**src/rtl/mem_access_unit_if.sv**
```systemverilog
`default_nettype none
// ============================================================================
// Module      : mem_access_unit_if
// Description : Word-oriented memory bus between mem_access_unit and the
//               memory system. Single outstanding request, level-held
//               until acknowledged.
// Ports       : bus_req   - access in progress (master -> slave)
//               bus_we    - 1 = store, 0 = load
//               bus_addr  - word-aligned byte address, [1:0] always 00
//               bus_be    - byte lane enables
//               bus_wdata - lane-replicated store data
//               bus_ack   - one-cycle completion from the slave
//               bus_rdata - raw 32-bit read word, valid with bus_ack
// Revision    : 1.0 - initial release
// ============================================================================
interface mem_access_unit_if;
    logic        bus_req;
    logic        bus_we;
    logic [31:0] bus_addr;
    logic [3:0]  bus_be;
    logic [31:0] bus_wdata;
    logic        bus_ack;
    logic [31:0] bus_rdata;

    modport master (
        output bus_req, bus_we, bus_addr, bus_be, bus_wdata,
        input  bus_ack, bus_rdata
    );

    modport slave (
        input  bus_req, bus_we, bus_addr, bus_be, bus_wdata,
        output bus_ack, bus_rdata
    );
endinterface
`default_nettype wire

```
**src/rtl/mem_access_unit.sv**
```systemverilog
`default_nettype none
// ============================================================================
// Module      : mem_access_unit
// Description : Load/store unit between the pipeline and a word bus. Accepts
//               one byte/half/word access in IDLE, runs it on the bus with a
//               timeout, lane-extracts and sign/zero-extends load data and
//               pulses done for one cycle.
// Parameters  : TIMEOUT_CYCLES - BUSY cycles without ack before abort (1..255)
// Ports       : clk, reset            - clock, synchronous active-high reset
//               mem_read, mem_write   - access request (write wins if both)
//               inst_size             - 00 byte, 01 half, 1x word
//               load_unsigned         - zero-extend instead of sign-extend
//               addr, wdata           - byte address and store data
//               rdata_out             - last completed load value
//               done                  - one-cycle completion pulse
//               stall                 - pipeline hold while access pending
//               misalign, bus_err     - status, valid with done
//               bus                   - memory bus (master modport)
// Options     : MEM_ACCESS_MISALIGN_CHECK_EN - when defined, misaligned half
//               and word accesses complete immediately with misalign=1 and
//               never reach the bus.
// Revision    : 1.0 - initial release
// ============================================================================
module mem_access_unit #(
    parameter int TIMEOUT_CYCLES = 16
) (
    input  wire logic        clk,
    input  wire logic        reset,
    input  wire logic        mem_read,
    input  wire logic        mem_write,
    input  wire logic [1:0]  inst_size,
    input  wire logic        load_unsigned,
    input  wire logic [31:0] addr,
    input  wire logic [31:0] wdata,
    output logic      [31:0] rdata_out,
    output logic             done,
    output logic             stall,
    output logic             misalign,
    output logic             bus_err,
    mem_access_unit_if.master bus
);

    typedef enum logic [1:0] {
        IDLE = 2'd0,
        BUSY = 2'd1,
        RESP = 2'd2
    } state_t;

    localparam logic [1:0] SZ_BYTE   = 2'b00;
    localparam logic [1:0] SZ_HALF   = 2'b01;
    localparam logic [7:0] C_TIMEOUT = 8'(TIMEOUT_CYCLES);

    state_t      r_state;
    state_t      w_next;

    logic [31:0] r_addr;
    logic [31:0] r_wdata;
    logic [1:0]  r_size;
    logic        r_unsigned;
    logic        r_we;
    logic [7:0]  r_cnt;
    logic        r_misalign;
    logic        r_bus_err;

    logic        w_req;
    logic        w_misaligned;
    logic        w_cnt_last;
    logic [3:0]  w_be;
    logic [31:0] w_wdata;
    logic [7:0]  w_byte;
    logic [15:0] w_half;
    logic [31:0] w_load_data;

    assign w_req = mem_read | mem_write;

    // The counter holds the number of ack-less BUSY cycles already elapsed,
    // so the current cycle is the last allowed one when count+1 hits the limit.
    assign w_cnt_last = ((r_cnt + 8'd1) == C_TIMEOUT);

`ifdef MEM_ACCESS_MISALIGN_CHECK_EN
    // Judged on the live inputs: the decision is needed on the accept edge.
    always_comb begin
        case (inst_size)
            SZ_BYTE: w_misaligned = 1'b0;
            SZ_HALF: w_misaligned = addr[0];
            default: w_misaligned = (addr[1:0] != 2'b00);
        endcase
    end
`else
    assign w_misaligned = 1'b0;
`endif

    // ------------------------------------------------------------------------
    // Store lane steering (also drives byte enables for loads)
    // ------------------------------------------------------------------------
    always_comb begin
        case (r_size)
            SZ_BYTE: begin
                w_be    = 4'b0001 << r_addr[1:0];
                w_wdata = {4{r_wdata[7:0]}};
            end
            SZ_HALF: begin
                w_be    = r_addr[1] ? 4'b1100 : 4'b0011;
                w_wdata = {2{r_wdata[15:0]}};
            end
            default: begin
                w_be    = 4'b1111;
                w_wdata = r_wdata;
            end
        endcase
    end

    // ------------------------------------------------------------------------
    // Load lane extraction and extension
    // ------------------------------------------------------------------------
    always_comb begin
        case (r_addr[1:0])
            2'd0:    w_byte = bus.bus_rdata[7:0];
            2'd1:    w_byte = bus.bus_rdata[15:8];
            2'd2:    w_byte = bus.bus_rdata[23:16];
            default: w_byte = bus.bus_rdata[31:24];
        endcase
        w_half = r_addr[1] ? bus.bus_rdata[31:16] : bus.bus_rdata[15:0];
        case (r_size)
            SZ_BYTE: w_load_data = {{24{~r_unsigned & w_byte[7]}}, w_byte};
            SZ_HALF: w_load_data = {{16{~r_unsigned & w_half[15]}}, w_half};
            default: w_load_data = bus.bus_rdata;
        endcase
    end

    // Address and data are held from the registered request, so they stay
    // stable for the whole BUSY phase; only req/we/be are phase-gated.
    assign bus.bus_addr  = {r_addr[31:2], 2'b00};
    assign bus.bus_wdata = w_wdata;

    // ------------------------------------------------------------------------
    // FSM state register
    // ------------------------------------------------------------------------
    always_ff @(posedge clk) begin
        if (reset) begin
            r_state <= IDLE;
        end else begin
            r_state <= w_next;
        end
    end

    // ------------------------------------------------------------------------
    // FSM next-state and outputs
    // ------------------------------------------------------------------------
    always_comb begin
        w_next      = r_state;
        stall       = 1'b0;
        done        = 1'b0;
        bus.bus_req = 1'b0;
        bus.bus_we  = 1'b0;
        bus.bus_be  = 4'b0000;
        case (r_state)
            IDLE: begin
                stall = w_req;
                if (w_req) begin
                    w_next = w_misaligned ? RESP : BUSY;
                end
            end
            BUSY: begin
                stall       = 1'b1;
                bus.bus_req = 1'b1;
                bus.bus_we  = r_we;
                bus.bus_be  = w_be;
                // Ack takes priority over an expiring timeout.
                if (bus.bus_ack || w_cnt_last) begin
                    w_next = RESP;
                end
            end
            RESP: begin
                done   = 1'b1;
                w_next = IDLE;
            end
            default: begin
                w_next = IDLE;
            end
        endcase
    end

    assign misalign = done & r_misalign;
    assign bus_err  = done & r_bus_err;

    // ------------------------------------------------------------------------
    // Request capture, timeout counter and load result
    // ------------------------------------------------------------------------
    always_ff @(posedge clk) begin
        if (reset) begin
            r_addr     <= 32'd0;
            r_wdata    <= 32'd0;
            r_size     <= 2'b00;
            r_unsigned <= 1'b0;
            r_we       <= 1'b0;
            r_cnt      <= 8'd0;
            r_misalign <= 1'b0;
            r_bus_err  <= 1'b0;
            rdata_out  <= 32'd0;
        end else begin
            case (r_state)
                IDLE: begin
                    if (w_req) begin
                        r_addr     <= addr;
                        r_wdata    <= wdata;
                        r_size     <= inst_size;
                        r_unsigned <= load_unsigned;
                        r_we       <= mem_write;
                        r_cnt      <= 8'd0;
                        r_misalign <= w_misaligned;
                        r_bus_err  <= 1'b0;
                    end
                end
                BUSY: begin
                    if (bus.bus_ack) begin
                        if (!r_we) begin
                            rdata_out <= w_load_data;
                        end
                    end else if (w_cnt_last) begin
                        r_bus_err <= 1'b1;
                        // A failed load reports zero; a failed store leaves
                        // the last load value untouched.
                        if (!r_we) begin
                            rdata_out <= 32'd0;
                        end
                    end else begin
                        r_cnt <= r_cnt + 8'd1;
                    end
                end
                default: begin
                end
            endcase
        end
    end

endmodule
`default_nettype wire

```
**src/flat_wrapper.sv**
```systemverilog
// flat-port wrapper written by rule: the top's interface ports become plain ports
module mem_access_unit_flat 
#(
    parameter int TIMEOUT_CYCLES = 16
)
  (clk, reset, mem_read, mem_write, inst_size, load_unsigned, addr, wdata, rdata_out, done, stall, misalign, bus_err, bus_bus_req, bus_bus_we, bus_bus_addr, bus_bus_be, bus_bus_wdata, bus_bus_ack, bus_bus_rdata);
  mem_access_unit_if bus_i ();
  input  wire logic clk;
  input  wire logic reset;
  input  wire logic mem_read;
  input  wire logic mem_write;
  input  wire logic [1:0] inst_size;
  input  wire logic load_unsigned;
  input  wire logic [31:0] addr;
  input  wire logic [31:0] wdata;
  output logic      [31:0] rdata_out;
  output logic done;
  output logic stall;
  output logic misalign;
  output logic bus_err;
  output wire logic [$bits(bus_i.bus_req)-1:0] bus_bus_req;
  output wire logic [$bits(bus_i.bus_we)-1:0] bus_bus_we;
  output wire logic [$bits(bus_i.bus_addr)-1:0] bus_bus_addr;
  output wire logic [$bits(bus_i.bus_be)-1:0] bus_bus_be;
  output wire logic [$bits(bus_i.bus_wdata)-1:0] bus_bus_wdata;
  input wire logic [$bits(bus_i.bus_ack)-1:0] bus_bus_ack;
  input wire logic [$bits(bus_i.bus_rdata)-1:0] bus_bus_rdata;
  assign bus_bus_req = bus_i.bus_req;
  assign bus_bus_we = bus_i.bus_we;
  assign bus_bus_addr = bus_i.bus_addr;
  assign bus_bus_be = bus_i.bus_be;
  assign bus_bus_wdata = bus_i.bus_wdata;
  assign bus_i.bus_ack = bus_bus_ack;
  assign bus_i.bus_rdata = bus_bus_rdata;
  mem_access_unit #(.TIMEOUT_CYCLES(TIMEOUT_CYCLES)) u_core (.clk(clk), .reset(reset), .mem_read(mem_read), .mem_write(mem_write), .inst_size(inst_size), .load_unsigned(load_unsigned), .addr(addr), .wdata(wdata), .rdata_out(rdata_out), .done(done), .stall(stall), .misalign(misalign), .bus_err(bus_err), .bus(bus_i));
endmodule
```
**config.mk**
```make
export PLATFORM = sky130hd
export DESIGN_NAME = mem_access_unit_flat
export DESIGN_NICKNAME = d
export VERILOG_FILES = /design/src/rtl/mem_access_unit_if.sv /design/src/rtl/mem_access_unit.sv /design/src/flat_wrapper.sv
export SDC_FILE = /design/constraint.sdc
export NUM_CORES = 1
export LEC_CHECK = 0
export ABC_AREA = 1
export BUFFER_PORTS_ARGS = -buffer_cell sky130_fd_sc_hd__buf_2
export CAP_MARGIN = 20
export CORE_ASPECT_RATIO = 1.25
export CORE_MARGIN = 2
export CORE_UTILIZATION = 41
export CTS_BUF_LIST = sky130_fd_sc_hd__clkbuf_8
export DETAILED_ROUTE_END_ITERATION = 8
export PLACE_DENSITY_LB_ADDON = 0.1
export SLEW_MARGIN = 30
export SYNTH_ARGS = -nofsm -noshare
export SYNTH_HDL_FRONTEND = slang
export SYNTH_SLANG_ARGS = --single-unit
export TNS_END_PERCENT = 100
```
**constraint.sdc**
```tcl
create_clock -name clk -period 2.2 [get_ports clk]
set_clock_uncertainty 0.05 [all_clocks]
set_input_delay 0.33 -clock clk [delete_from_list [all_inputs] [get_ports clk]]
set_output_delay 0.33 -clock clk [all_outputs]
set_load 0.005 [all_outputs]
```
# After elaboration in Yosys (flattened, before gate mapping)

Index checks and enable logic that the tools add are counted.
Widths: inputs -> output; s select.

Flip-flop bits (word level): 111
Logic and storage cells: 65

Eq/ne operators: 11
Bitwise gates (word level): 6
Mux-type cells: 26
Shift operators: 1
Reductions and logical operators: 11
$add $sub $neg: 1

Operators by type and width:

| operator            | count |
|---|---|
| $mux 32             | 4 |
| $pmux 32 s2         | 2 |
| $mux 8              | 3 |
| $pmux 8 s3          | 1 |
| $mux 16             | 1 |
| $pmux 8 s2          | 1 |
| $add 8x1->8 const B | 1 |
| $eq 8x5->1 const B  | 1 |
| $mux 4              | 2 |
| $pmux 4 s2          | 1 |
| $reduce_and 4->1    | 2 |
| $eq 2x1->1 const B  | 3 |
| $logic_not 2->1     | 3 |
| $mux 1              | 6 |
| $ne 2x1->1 const B  | 3 |
| $eq 2x2->1 const B  | 2 |
| $mux 2              | 2 |
| $ne 2x2->1 const B  | 2 |
| $pmux 1 s2          | 2 |
| $pmux 2 s2          | 1 |
| $reduce_and 2->1    | 2 |
| $reduce_bool 2->1   | 2 |
| $shl 1x2->4 const A | 1 |
| $and 1x1->1         | 3 |
| 4 further kinds     | 5 |

# Depth between registers and ports, before layout

Depth in word-level cells: 6
Depth in mapped cells: 14
Gate-level depth less buffers: 13

# Least setup slack after synthesis

OpenSTA, ideal clock, no wires.

Path kind: reg2reg
From: register u_core.r_cnt[0]
To: register u_core.rdata_out[0]
Slack: 0.425 ns
Setup time: 0.140 ns
Cell stages (with the launch flop): 15
Data arrival time: 1.585 ns
Cells stage by stage: dfxtp_1 -> ha_1 -> nand2_2 -> inv_1 -> nand2_1 -> nand2_1 -> nor2_1 -> nand2_1 -> nor2_4 -> nand2_8 -> nand2_8 -> buf_8 -> nand2_8 -> nand2_2 -> a21oi_2

Cells in the longest elaborated chain, start to end: 4

RTL lines:

| what                        | line                   | RTL |
|---|---|---|
| start, declared             | mem_access_unit.sv:61  | `logic [7:0] r_cnt;` |
| start signal, assigned      | mem_access_unit.sv:228 | `r_cnt <= r_cnt + 8'd1;` |
| $add 8x1->8                 | mem_access_unit.sv:78  | `assign w_cnt_last = ((r_cnt + 8'd1) == C_TIMEOUT);` |
| $eq 8x5->1                  | mem_access_unit.sv:78  |  |
| $reduce_bool 2->1 (no line) | -                      |  |
| $reduce_and 3->1 (no line)  | -                      |  |
| end signal, assigned        | mem_access_unit.sv:218 | `rdata_out <= w_load_data;` |
| end, declared               | mem_access_unit.sv:35  | `output logic [31:0] rdata_out,` |

Every way passes these cells.
A chain may end at the register's enable or synchronous reset.

# Worst setup path in the final report

From: register u_core.r_addr[1]
To: output bus_bus_be[1]

Cells in the longest elaborated chain, start to end: 3
Elaborated cells between the ends (all ways): 4

RTL lines:

| what                                  | line                                          | RTL |
|---|---|---|
| start, declared                       | mem_access_unit.sv:56                         | `logic [31:0] r_addr;` |
| start signal, assigned                | mem_access_unit.sv:205                        | `r_addr <= addr;` |
| $mux 4 or $shl 1x2->4 (tied branches) | mem_access_unit.sv:103, mem_access_unit.sv:99 |  |
| $pmux 4 s2 *                          | mem_access_unit.sv:97                         | `case (r_size)` |
| $mux 4 *                              | mem_access_unit.sv:157                        | `case (r_state)` |
| end, declared                         | flat_wrapper.sv:24                            | `output wire logic [$bits(bus_i.bus_be)-1:0] bus_bus_be;` |

Mark *: on every way between the ends. The rest lies on a longest branch, timed or not.

==> summary by stage <==
Timing
Of the available clock period, the critical path in the final layout requires 0.926. The transition time at the pin with the least slew margin is 775 ps. The final-report max-slew violation count is 0. The number of endpoints with negative hold slack in the final report came to 0. The tightest slew margin relative to the limit is 0.479. For the final routed database, the setup TNS stands at 0 ps. The worst path needs 2040 ps of the cycle, external delays included. The maximum achievable frequency is 491 MHz. Setup violations remaining at the end of the flow were counted as 0. The minimum hold slack is 135 ps.

Setup repair after global routing left no endpoint under its margin.

Power
IR analysis of the VDD net gives a maximum drop of 397 uV. The sum of internal, switching and leakage power is 4.93 mW. For this design the static power due to leakage is 3.29 nW. The ratio of total power to cell area is 724 nW/um^2.

Logic synthesis
In this run, synthesis inferred 0 flip-flops with an integrated enable. For this run, asynchronously set or reset flops after synthesis account for 0. The share of synthesized area occupied by flip-flops and latches is 0.391. The combined area of all synthesized cells is 5690 um^2. The commonest cells after synthesis are sky130_fd_sc_hd__nor2_1, sky130_fd_sc_hd__nand2_1, sky130_fd_sc_hd__dfxtp_1, sky130_fd_sc_hd__o21ai_0, sky130_fd_sc_hd__a21oi_1. The number of warning messages in the yosys log is 0. The area share of the leading cell type in the synthesized netlist is 0.391.

The biggest area contributor in the post-synthesis netlist is sky130_fd_sc_hd__dfxtp_1. Counting distinct cell types in the post-synthesis netlist gives 34. After synthesis, the cell types taking the most area are sky130_fd_sc_hd__dfxtp_1, sky130_fd_sc_hd__nor2_1, sky130_fd_sc_hd__nand2_1. In the synthesized netlist the dominant register cell turns out to be sky130_fd_sc_hd__dfxtp_1. The mean cell area of the mapped netlist is 6.89 um^2.

The cell count after synthesis is 825. The most numerous cell in the Yosys netlist is sky130_fd_sc_hd__nor2_1. The flip-flop and latch count after synthesis is 111.

Clocking
After clock tree synthesis, the clock-pin slew on the worst setup and hold paths is 110 ps. The CTS root buffer is sky130_fd_sc_hd__clkbuf_8. After clock tree synthesis, the setup repair step added 0 buffers. Clock tree synthesis inserted a total of 9 buffers. The maximum count of clock buffers along a single path is 2. The total clock sinks is 111. The latest clock arrival within the worst-skew pair is 390 ps. TritonCTS built the clock tree. The deepest level of the CTS H-tree is 3.

Setup path
STA classifies the critical path endpoint as a primary output. The maximum net fanout on the critical path is 9. The cell family contributing the most delay on the critical path is flip-flops. Counting both buffers and inverters, the worst setup path holds a total of 2. The critical path class is reg -> out.

The cell with the biggest individual delay on the critical path is sky130_fd_sc_hd__dfxtp_1. Traced cell by cell, the critical path runs through inv_1, nand2_1, a211oi_2, buf_2. The delay contributed by the slowest stage of the critical path is 420 ps. The element type at the critical path start is a flip-flop.

The data required time of the critical path is 1820 ps. The critical path data arrival time is 1660 ps.

Floorplanning
From bottom edge to top edge, the die measures 136 um. The die covers 14800 um^2. In this run the core area contains 48 standard-cell rows. 210 I/O pins were placed. The initial utilization of the core area, before any placement, comes to 0.415. The horizontal die dimension is 109 um. The floorplan step defined a core boundary enclosing 13700 um^2.

GRT
The overall fraction of global-route tracks in use is 0.216. The routing layer with the top usage in global route is met2. The final global-route overflow total is 0. The global routing usage on met3 is 0.0664. In the global route stage, met2 resource usage came out at 0.357.

For met1 alone, demand over resource in global routing was 0.264. The maximum number of pins on one net before global-route repair is 81. The number of antenna violations at the first check in global routing is 2. The via count of the first global-routing pass was 5166. The global-route wire length before repair is 25200 um.

Worst hold path
The worst hold path belongs to the class in -> reg.

Cells and area
The signed area change from the synthesized netlist to the final layout is 20.0%. The layout net count is 1074. The fraction of layout cells with a size suffix above 1 is 0.288.

Routing
Once detail routing completed, the nets flagged for antenna violations numbered 0. The total number of vias is 5609. The detailed-route wire length is 16400 um. Dividing the detail-routed via count by the number of cells gives 4.88. The number of DRC markers in iteration 0 is 249. After detailed routing, the number of remaining DRC violations is 0.

The routed length per placed instance is 14.2 um. The count of TritonRoute iterations in the first routing pass is 4.

Placement
The number of buffer cells added on primary ports is 206. Summed over all nets, the half-perimeter wirelength after detailed placement is 11600 um. At the end of routability-driven placement, the weighted congestion stood at 0.819.

Flow run
The max-cap check violation count is 0.

Run status
The run finished with clean final reports.
[path summary, 6_finish.rpt]
path / from / endpoint / slack (ps) / cells past startpoint
max reg2reg: u_core.r_cnt[0]$_SDFFE_PP0P_ / u_core.rdata_out[25]$_SDFFE_PP0P_ / 210 / 12
min: addr[18] / u_core.r_addr[18]$_SDFFE_PP0P_ / 130 / 3
min reg2reg: u_core.r_bus_err$_SDFFE_PP0P_ / u_core.r_bus_err$_SDFFE_PP0P_ / 410 / 2
max: u_core.r_addr[1]$_SDFFE_PP0P_ / bus_bus_be[1] / 160 / 4
[cells by family (layout without fill, tap and decap cells)]
group                      Yosys count  in the layout  synth area share
adders and majority gates            1              1           0.00220
and+or+nand+nor                    367            368             0.278
DFF                                111            111             0.391
buffers and inverters              152            297             0.138
AOI/OAI and AO/OA                  193            193             0.191
other                                1              4          0.000660
[area by class of cell]
cell class | count | area (um^2)
fill | 1482 | 6870
sequential | 111 | 2220
timing repair buffer | 219 | 1190
clock buffer | 9 | 124
antenna | 1 | 2.50
multi-input combinational | 565 | 2730
clock inverter | 6 | 93.8
tap | 175 | 219
inverter | 63 | 240
[registers in the layout, indices dropped and copies added, names as in the netlist]
name,flops
u_core.r_addr,32
u_core.r_bus_err,1
u_core.r_cnt,8
u_core.r_size,2
u_core.r_state,2
u_core.r_unsigned,1
u_core.r_wdata,32
u_core.r_we,1
u_core.rdata_out,32
[layer usage]
metal  wire length (um)  vias to the layer above  share of wire
li1                   -                     2922              -
met1               6990                     2491           0.43
met2               7780                      170           0.48
met3               1250                       24          0.077
met4                318                        2          0.019
met5                 13                        -        0.00079
[where the power goes]
group          internal [mW]  switching (mW)
Clock                  0.644           0.740
Combinational          0.504           0.750
Sequential              2.19           0.108
Total                   3.34            1.60
[repair_timing]
action	CTS	global route
endpoints found under the hold margin	0	0
hold buffers	0	0
cloned	0	1
endpoints found under the setup margin	2	15
resized for setup	3	6
[cells in the final DEF, fill, tap and decap left out, drive strengths merged, types with 7 or more instances in the layout]
cell / Yosys / layout
inv: 62 / 62
o221ai: 7 / 7
o22ai: 7 / 7
buf: 54 / 219
o211ai: 10 / 10
nor2: 157 / 157
nand2: 158 / 159
o21ai: 83 / 83
a21oi: 77 / 77
a22oi: 7 / 7
nand3: 47 / 47
dfxtp: 111 / 111
clkbuf: 35 / 9
[worst register-to-register path: cells and delay by family, from the launching register on]
kind / cells / cell delay, ps
DFF: 1 / 400
and+or+nand+nor: 11 / 1230
adders and majority gates: 1 / 220
[stage by stage]
| stage | cells | area [um^2] | util | worst slack, ps |
|---|---|---|---|---|
| 3_3_place_gp | 1132 | 6560 | 0.479 | 229 |
| 6_report | 1149 | 6820 | 0.498 | 162 |
| 2_1_floorplan | 827 | 5690 | - | 425 |
| 3_5_place_dp | 1132 | 6560 | 0.479 | 196 |
| 4_1_cts | 1147 | 6790 | 0.496 | 54.7 |
| 5_1_grt | 1148 | 6820 | 0.498 | 4.11 |
(Power assumes the default switching activity.)
